## src/rtl/if_pkg.sv

```systemverilog
// Shared definitions for the instruction-fetch program-counter generator.
//   pc_state_t          : BOOT / RUN / HALT states of the PC generator
//   DEFAULT_ADDR_WIDTH  : default PC / address width
//   step_log2()         : log2 of the PC step, used to size the alignment mask
package if_pkg;

  typedef enum logic [1:0] {
    BOOT = 2'd0,
    RUN  = 2'd1,
    HALT = 2'd2
  } pc_state_t;

  localparam int unsigned DEFAULT_ADDR_WIDTH = 32;

  // Number of low address bits that must be zero for a STEP-aligned address.
  function automatic int unsigned step_log2(input int unsigned step);
    int unsigned r;
    r = 0;
    for (int i = 0; i < 32; i++) begin
      if ((32'd1 << i) < step) r = i + 1;
    end
    return r;
  endfunction

endpackage

```

## src/rtl/pc_incr.sv

```systemverilog
// Parametrised PC incrementer.
//   current_address : PC to advance
//   next_address    : current_address + STEP, wrapping modulo 2^ADDR_WIDTH
module pc_incr #(
  parameter int unsigned ADDR_WIDTH = 32,
  parameter int unsigned STEP       = 1
) (
  input  logic [ADDR_WIDTH-1:0] current_address,
  output logic [ADDR_WIDTH-1:0] next_address
);

  // The carry out of the top bit is dropped, so all-ones wraps to zero.
  assign next_address = current_address + ADDR_WIDTH'(STEP);

endmodule

```

## src/rtl/if_pc_gen.sv

```systemverilog
// Registered program-counter generator for the IF stage.
//   clk, rst_n          : clock, asynchronous active-low reset
//   stall               : hold the PC and withdraw the fetch request
//   redirect_valid/addr : branch/jump target load (ignored if misaligned)
//   halt_req            : stop issuing after the current accepted fetch
//   pc_ready            : instruction memory accepts current_address
//   current_address     : registered PC presented to memory
//   next_address        : current_address + STEP (combinational)
//   pc_valid            : current_address is a valid fetch request
//   redirect_misaligned : one-cycle pulse after a rejected redirect
//   halted              : generator is in HALT
module if_pc_gen
  import if_pkg::*;
#(
  parameter int unsigned           ADDR_WIDTH = DEFAULT_ADDR_WIDTH,
  parameter int unsigned           STEP       = 1,
  parameter logic [ADDR_WIDTH-1:0] RESET_ADDR = '0
) (
  input  logic                  clk,
  input  logic                  rst_n,
  input  logic                  stall,
  input  logic                  redirect_valid,
  input  logic [ADDR_WIDTH-1:0] redirect_addr,
  input  logic                  halt_req,
  input  logic                  pc_ready,
  output logic [ADDR_WIDTH-1:0] current_address,
  output logic [ADDR_WIDTH-1:0] next_address,
  output logic                  pc_valid,
  output logic                  redirect_misaligned,
  output logic                  halted
);

  localparam int unsigned           ALIGN_BITS = step_log2(STEP);
  // Low ALIGN_BITS set; all-zero for STEP=1 so no redirect is ever misaligned.
  localparam logic [ADDR_WIDTH-1:0] ALIGN_MASK = ADDR_WIDTH'((64'd1 << ALIGN_BITS) - 64'd1);

  pc_state_t             state_q, state_d;
  logic [ADDR_WIDTH-1:0] pc_q, pc_d;
  logic                  mis_q;

  logic misaligned;
  logic redirect_ok;
  logic accept;

  pc_incr #(
    .ADDR_WIDTH (ADDR_WIDTH),
    .STEP       (STEP)
  ) u_pc_incr (
    .current_address (pc_q),
    .next_address    (next_address)
  );

  assign misaligned  = |(redirect_addr & ALIGN_MASK);
  assign redirect_ok = redirect_valid && !misaligned;
  assign accept      = pc_valid && pc_ready;

  assign current_address     = pc_q;
  assign pc_valid            = (state_q == RUN) && !stall;
  assign halted              = (state_q == HALT);
  assign redirect_misaligned = mis_q;

  // Priority mux: redirect beats halt, halt beats stall, stall beats advance.
  always_comb begin
    // NOTE: defaults first so every path assigns state_d/pc_d and no latch is inferred.
    state_d = state_q;
    pc_d    = pc_q;
    unique case (state_q)
      BOOT: begin
        // BOOT lasts exactly one cycle; a redirect arriving now is still taken.
        if (redirect_ok) pc_d = redirect_addr;
        state_d = RUN;
      end
      RUN: begin
        if (redirect_ok) begin
          pc_d = redirect_addr;
        end else if (halt_req) begin
          if (accept) pc_d = next_address;
          state_d = HALT;
        end else if (!stall && accept) begin
          pc_d = next_address;
        end
      end
      HALT: begin
        if (redirect_ok) begin
          pc_d    = redirect_addr;
          state_d = RUN;
        end
      end
      default: state_d = BOOT;
    endcase
  end

  // NOTE: registers use non-blocking assignments so every flop samples pre-edge values.
  always_ff @(posedge clk or negedge rst_n) begin
    if (!rst_n) begin
      state_q <= BOOT;
      pc_q    <= RESET_ADDR;
      mis_q   <= 1'b0;
    end else begin
      state_q <= state_d;
      pc_q    <= pc_d;
      mis_q   <= redirect_valid && misaligned;
    end
  end

endmodule

```

## config.mk

```make
export PLATFORM = sky130hd
export DESIGN_NAME = if_pc_gen
export DESIGN_NICKNAME = d
export VERILOG_FILES = /design/src/rtl/if_pkg.sv /design/src/rtl/pc_incr.sv /design/src/rtl/if_pc_gen.sv
export SDC_FILE = /design/constraint.sdc
export NUM_CORES = 1
export LEC_CHECK = 0
export CORE_AREA = 3 3 82 84
export DETAILED_ROUTE_END_ITERATION = 10
export DIE_AREA = 0 0 85 87
export GPL_TIMING_DRIVEN = 1
export PLACE_DENSITY = 0.83
export SLEW_MARGIN = 20
export SYNTH_ARGS = -nofsm -noshare
export SYNTH_HDL_FRONTEND = slang
export SYNTH_HIERARCHICAL = 1
export SYNTH_SLANG_ARGS = --single-unit
```

## constraint.sdc

```tcl
create_clock -name clk -period 2.9 [get_ports clk]
set_clock_uncertainty 0.2 [all_clocks]
set_input_delay 0.435 -clock clk [delete_from_list [all_inputs] [get_ports clk]]
set_output_delay 0.435 -clock clk [all_outputs]
set_load 0.05 [all_outputs]
```

==> metrics.md, run 1 <==
| Metric | Value |
|---|---|
| Worst-case vdd ir drop | `0.563 mV` |
| Register area share after synthesis | `35.4%` |
| Post-Syn Nets | `253` |
| Synthesized flop and latch total | `34` |
| Vias per cell | `5.13` |
| Outcome | `complete, no violations` |
| CTS buffer count | `5` |
| Clock power frac | `9.5%` |
| Avg Inst Size Synth | `about 11 µm²` |
| Fin. Hold Viols | `0` |
| Logic pwr share | `67.9%` |
| Die height | `87 µm` |
| Post-synth EDFFs | `0` |
| First-pass GRT wire length | `10600 µm` |
| RSZ-0062 raised after global routing | `yes` |
| Cell Area, Synth | `around 2400 µm²` |
| Worst setup SP type | `flop` |
| Total GRT Usage | `17.8%` |
| Crit path max fanout | `8` |
| CTS Sinks | `34` |
| Switching Share | `51.9%` |
| Total chip power | `3810 µW` |
| F_max | `around 0.36 GHz` |
| Area contributors post-synth | `dfrtp_1 (35%), mux2_2 (16%), mux2_1 (14%), xor2_1 (6.9%), xnor2_1 (4.0%)` |
| Kind of cell adding the most delay to the critical path | `simple AND/OR/NAND/NOR gates` |
| Worst slew pin tran | `774 ps` |
| Synth top area share | `35.4%` |
| N_diodes | `0` |
| Synthesis Warnings | `6` |
| DRC | `0` |
| Final worst-path cycle share | `95.5%` |
| Count of standard-cell rows | `28` |
| Worst hold path class | `input port to async pin` |
| Clk Tree Root Cell | `clkbuf_8` |
| Unique cell type count in the Yosys netlist | `30` |
| Count of antenna-violating nets left after detailed routing | `0` |
| DP Area | `3760 µm²` |
| Nets | `356` |
| CP Capture Type | `output port` |
| Final Cell Area | `3900 µm²` |
| Pre-antenna DRT Iters | `4` |
| H-tree depth | `2` |
| Core box area | `5990 µm²` |
| Vias in the first global route | `2128` |
| P_sw | `1980 µW` |
| Largest net degree at the start of global routing | `35` |
| Layout cells sized above 1 | `31.8%` |
| Final number of setup-violating endpoints | `0` |
| Ports | `105` |
| Die Width | `85 µm` |
| Placed wire-length estimate | `between 4000 and 5000 µm` |
| Power Density | `around 980 nW/µm²` |
| Via count | `about 2000` |
| Crit path buf inv count | `1` |
| Clock latency on the worst-skew pair | `280 ps` |
| Maxcap violations | `0` |
| Die area | `7400 µm²` |
| Synthesis-to-layout area growth | `62.4%` |
| Max Transition Viols Final | `0` |
| Top FF cell, synth | `dfrtp_1` |
| CTS tree | `built` |
| Initial antenna violation count | `0` |
| Total routed wirelength | `roughly 6400 µm` |
| Min Tclk post-route | `between 2000 and 3000 ps` |
| CTS Hold Bufs | `0` |
| Seq pwr share | `22.6%` |
| GRT overflow | `0` |
| Post-synth top area cell | `dfrtp_1` |
| Leak | `about 0.0016 µW` |
| Synth Instances | `214` |
| Max incr delay on CP | `470 ps` |
| Internal | `approximately 1800 µW` |
| CP max-delay cell | `nor4_1` |
| Buffers added on ports | `slightly above 100` |
| GPL Wtd Cong | `0.768` |
| Initial Util | `40.1%` |
| CP Class | `flop to output port` |
| WP data required | `2270 ps` |
| Crit path DAT | `2140 ps` |
| Max_slew headroom | `48.4%` |
| Clk pin slew, worst setup/hold paths | `roughly 70 ps` |
| Iter 0 DRT Violations | `47` |
| Critical Path, Cell by Cell | `and4_1 > nand2_2 > nor4_1 > xor2_2 > buf_12` |
| Post-synth ARST share | `100%` |
| Wire per inst | `16.3 µm` |
| Clk buf depth | `2` |
==> power by group through the flow <==
| stage | Combinational (µW) | Clock [µW] | Sequential, µW |
|---|---|---|---|
| floorplan | 1130 | 0 | 1320 |
| global placement | 2570 | 0 | 854 |
| detailed placement | 2600 | 0 | 868 |
| CTS | 2600 | 374 | 861 |
| global route | 2690 | 394 | 896 |
| finish | 2590 | 363 | 860 |
==> cell families (layout without fill, tap and decap cells) <==
kind of cell    Yosys count  after routing  synth area share (%)
mux                      64             64                  30.0
xor+xnor                 30             30                  10.9
compound gates            3              3                  1.14
flops                    34             34                  35.4
fa+ha+maj                 1              1                 0.520
simple gates             64             64                  17.3
buf+inv                  17            121                  4.58
other cells               1              1                 0.156
==> through the flow <==
step / cells / TNS [ps] / setup WS, ps / hold WS, ps / util [%]
2_1_floorplan: 214 / 0 / 1.49 / -60.6 / -
3_3_place_gp: 385 / 0 / 352 / 344 / 62.7
3_5_place_dp: 385 / 0 / 199 / 359 / 62.7
4_1_cts: 393 / -261 / -99.1 / 52.1 / 64.3
5_1_grt: 393 / -72.6 / -33.9 / 76.5 / 65.1
6_report: 393 / 0 / 130 / 23.5 / 65.1
==> cells in the final DEF (no fill, tap or decap), drive strengths merged, types with 5 or more instances in the layout <==
cell	count
nand3	13
and3	5
buf	30
nand2	10
xnor2	11
xor2	19
inv	5
clkdlybuf4s50	75
dfrtp	34
nor4	10
nor2	5
and4	5
mux2	64
clkbuf	7
==> final cells by class <==
cell class                 instances  area, µm²
sequential                        34        855
clock buffer                       7       86.3
inverter                           5       18.8
timing repair buffer             108       1260
multi-input combinational        163       1580
clock inverter                     1       5.00
fill                             485       2090
tap                               75       93.8
==> routing by layer <==
metal	track usage [%]	up-vias	share of wire, %
li1	-	972	-
met1	22.5	970	42
met2	30.3	67	50
met3	5.30	6	6.9
met4	3.45	0	0.65
met5	0	-	0
==> sequential cells by signal (all words and copies together), names as in the netlist <==
name             count
state_q              2
current_address     32
==> worst paths after layout <==
check | from | end | slack [ps] | cells after the start
setup / recovery | current_address[12] | next_address[30] | 130 | 5
hold / removal | rst_n | current_address[14] | 20 | 1
setup reg to reg | current_address[12] | current_address[30] | 420 | 6
hold reg to reg | state_q[1] | state_q[0] | 360 | 1
max in group asynchronous | rst_n | current_address[1] | 1940 | 1
min in group clk | state_q[1] | state_q[0] | 360 | 1
==> Yosys cell counts, drive strengths merged, types with 5 or more instances <==
library cell / n
nand3: 13
inv: 5
nand2: 10
nor4: 10
dfrtp: 34
buf: 12
mux2: 64
xnor2: 11
xor2: 19
and3: 5
and4: 5
nor2: 5
==> timing repair <==
item,in CTS,in global routing
gates resized for setup,0,12
pin swaps,0,2
setup buffers,0,0
setup endpoints to repair,4,16
==> worst register-to-register path, cell delays in order, from the launching register on <==
cell and delay [ps]:
dfrtp_1 440, and4_1 330, nand2_2 160, nor4_1 470, xor2_2 180, mux2_2 290
mux2_1 290
(Power assumes the default switching activity.)
==> run 2, diff against run 1 <==
==> constraint.sdc (replaced) <==
create_clock -name clk -period 3 [get_ports clk]
set_clock_uncertainty 0.2 [all_clocks]
set_input_delay 0.45 -clock clk [delete_from_list [all_inputs] [get_ports clk]]
set_output_delay 0.45 -clock clk [all_outputs]
set_load 0.05 [all_outputs]
==> metrics.md, run 2 (same netlist as run 1, synthesis figures left out) <==
| Metric | Value |
|---|---|
| Iter 0 DRT Violations | `105` |
| H-tree depth | `2` |
| Maxcap violations | `0` |
| Initial antenna violation count | `0` |
| Final number of setup-violating endpoints | `0` |
| Multi-input combinational cell area | `1590 µm²` |
| Leak | `about 0.0016 µW` |
| Fin. Hold Viols | `0` |
| Die height | `87 µm` |
| Vias in the first global route | `approximately 2100` |
| WHS | `57.7 ps` |
| WL met1 | `about 2700 µm` |
| Most common cell after layout, fill and taps aside | `clkdlybuf4s50_1` |
| CTS tree | `built` |
| Initial Util | `between 40% and 50%` |
| Setup repair bufs after CTS | `0` |
| Metal2 WL | `3110 µm` |
| Largest net degree at the start of global routing | `35` |
| Vias per cell | `just over 5` |
| CP Class | `flop to output port` |
| Outcome | `complete, no violations` |
| DR top layer | `met4` |
| Min Tclk post-route | `about 2900 ps` |
| Via count | `around 2000` |
| Die Width | `around 85 µm` |
| Worst setup SP type | `flop` |
| Synthesis-to-layout area growth | `61.5%` |
| Count of standard-cell rows | `28` |
| Layout cells sized above 1 | `30.3%` |
| Clk Tree Root Cell | `clkbuf_8` |
| Max_slew headroom | `44.7%` |
| Buffers added on ports | `103` |
| CTS Sinks | `34` |
| First-pass GRT wire length | `10600 µm` |
| Count of antenna-violating nets left after detailed routing | `0` |
| Clk pin slew, worst setup/hold paths | `70 ps` |
| WP data required | `about 2400 ps` |
| Fillers | `455` |
| CTS buffer count | `5` |
| Clock latency on the worst-skew pair | `between 200 and 300 ps` |
| Max Transition Viols Final | `0` |
| F_max | `0.347 GHz` |
| Wire per inst | `16.2 µm` |
| CTS Hold Bufs | `0` |
| Clk buf depth | `2` |
| Worst-case vdd ir drop | `0.788 mV` |
| Total routed wirelength | `6340 µm` |
| Die area | `7400 µm²` |
| GPL Wtd Cong | `0.751` |
| Met3 WL | `430 µm` |
| GRT overflow | `0` |
| N_diodes | `0` |
| Nets | `355` |
| Worst hold path class | `input port to async pin` |
| Pre-antenna DRT Iters | `4` |
| Crit path max fanout | `10` |
| Total GRT Usage | `17.9%` |
| Register Area | `851 µm²` |
| Max reg flops | `32` |
| Power Density | `948 nW/µm²` |
| Final worst-path cycle share | `96.2%` |
| Total negative slack | `0 ps` |
| Total chip power | `3680 µW` |
| R2R depth | `7` |
| Most frequent cells in the layout | `clkdlybuf4s50_1 (75), mux2_2 (34), dfrtp_1 (34)` |
| DRC | `0` |
| Ports | `105` |
| Placed wire-length estimate | `4680 µm` |
| Core box area | `5990 µm²` |
| Core Util, Final | `between 60% and 70%` |
| CP Capture Type | `output port` |
| Crit path DAT | `2240 ps` |
| Worst slew pin tran | `829 ps` |
run 2: changes by cell type in the layout (fill, tap and decap cells not counted), moves of 3 or more:
cell | previous run | this run
xor2_1 | 8 | 11
xor2_2 | 11 | 8
dfrtp_1 | 31 | 34
dfrtp_2 | 3 | 0
buf_12 | 20 | 17
run 2: metal layers:
layer	GRT usage, %	vias up
met5	0	-
met4	4.60	0
met3	4.82	7
met2	30.6	74
met1	22.4	977
li1	-	969
run 2: path summary, 6_finish.rpt:
check,startpoint,endpoint,slack [ps]
worst max-delay path,current_address[7],next_address[27],110
worst min-delay path,rst_n,current_address[29],60
worst max register to register,current_address[0],current_address[20],470
worst min register to register,state_q[1],state_q[0],360
max in group asynchronous,rst_n,current_address[10],2020
min in group clk,state_q[1],state_q[0],360
run 2: final cells by class:
cell class	instances	share of cell area, %
Inverter	5	0.483
Tap cell	75	2.42
Timing Repair Buffer	107	31.3
Multi-Input combinational cell	163	41.0
Sequential cell	34	21.9
Clock buffer	8	2.84
run 2: critical path, cell delays in order (launching register included):
cell	delay, ps
dfrtp_1	460
and4_1	400
nand3_4	220
nor4_2	370
xor2_1	320
buf_12	180
run 2: stage by stage:
stage / instance area, µm² / instances / setup slack, ps
5_1_grt: 3880 / 392 / -19.9
3_3_place_gp: 3680 / 384 / 390
4_1_cts: 3800 / 392 / -6.77
6_report: 3880 / 392 / 114
2_1_floorplan: 2460 / 214 / -11.7
3_5_place_dp: 3680 / 384 / 277
run 2: power breakdown:
part	switching [µW]	internal (µW)	leakage, µW	total (µW)
registers	227	598	0.000397	824
clock network	168	232	0.0000575	400
logic	1500	955	0.00112	2460
run 2: what timing repair did:
item                       4_1_cts  5_1_grt
setup endpoints to repair        1       10
resized for setup                1       14
hold endpoints to repair         0        0
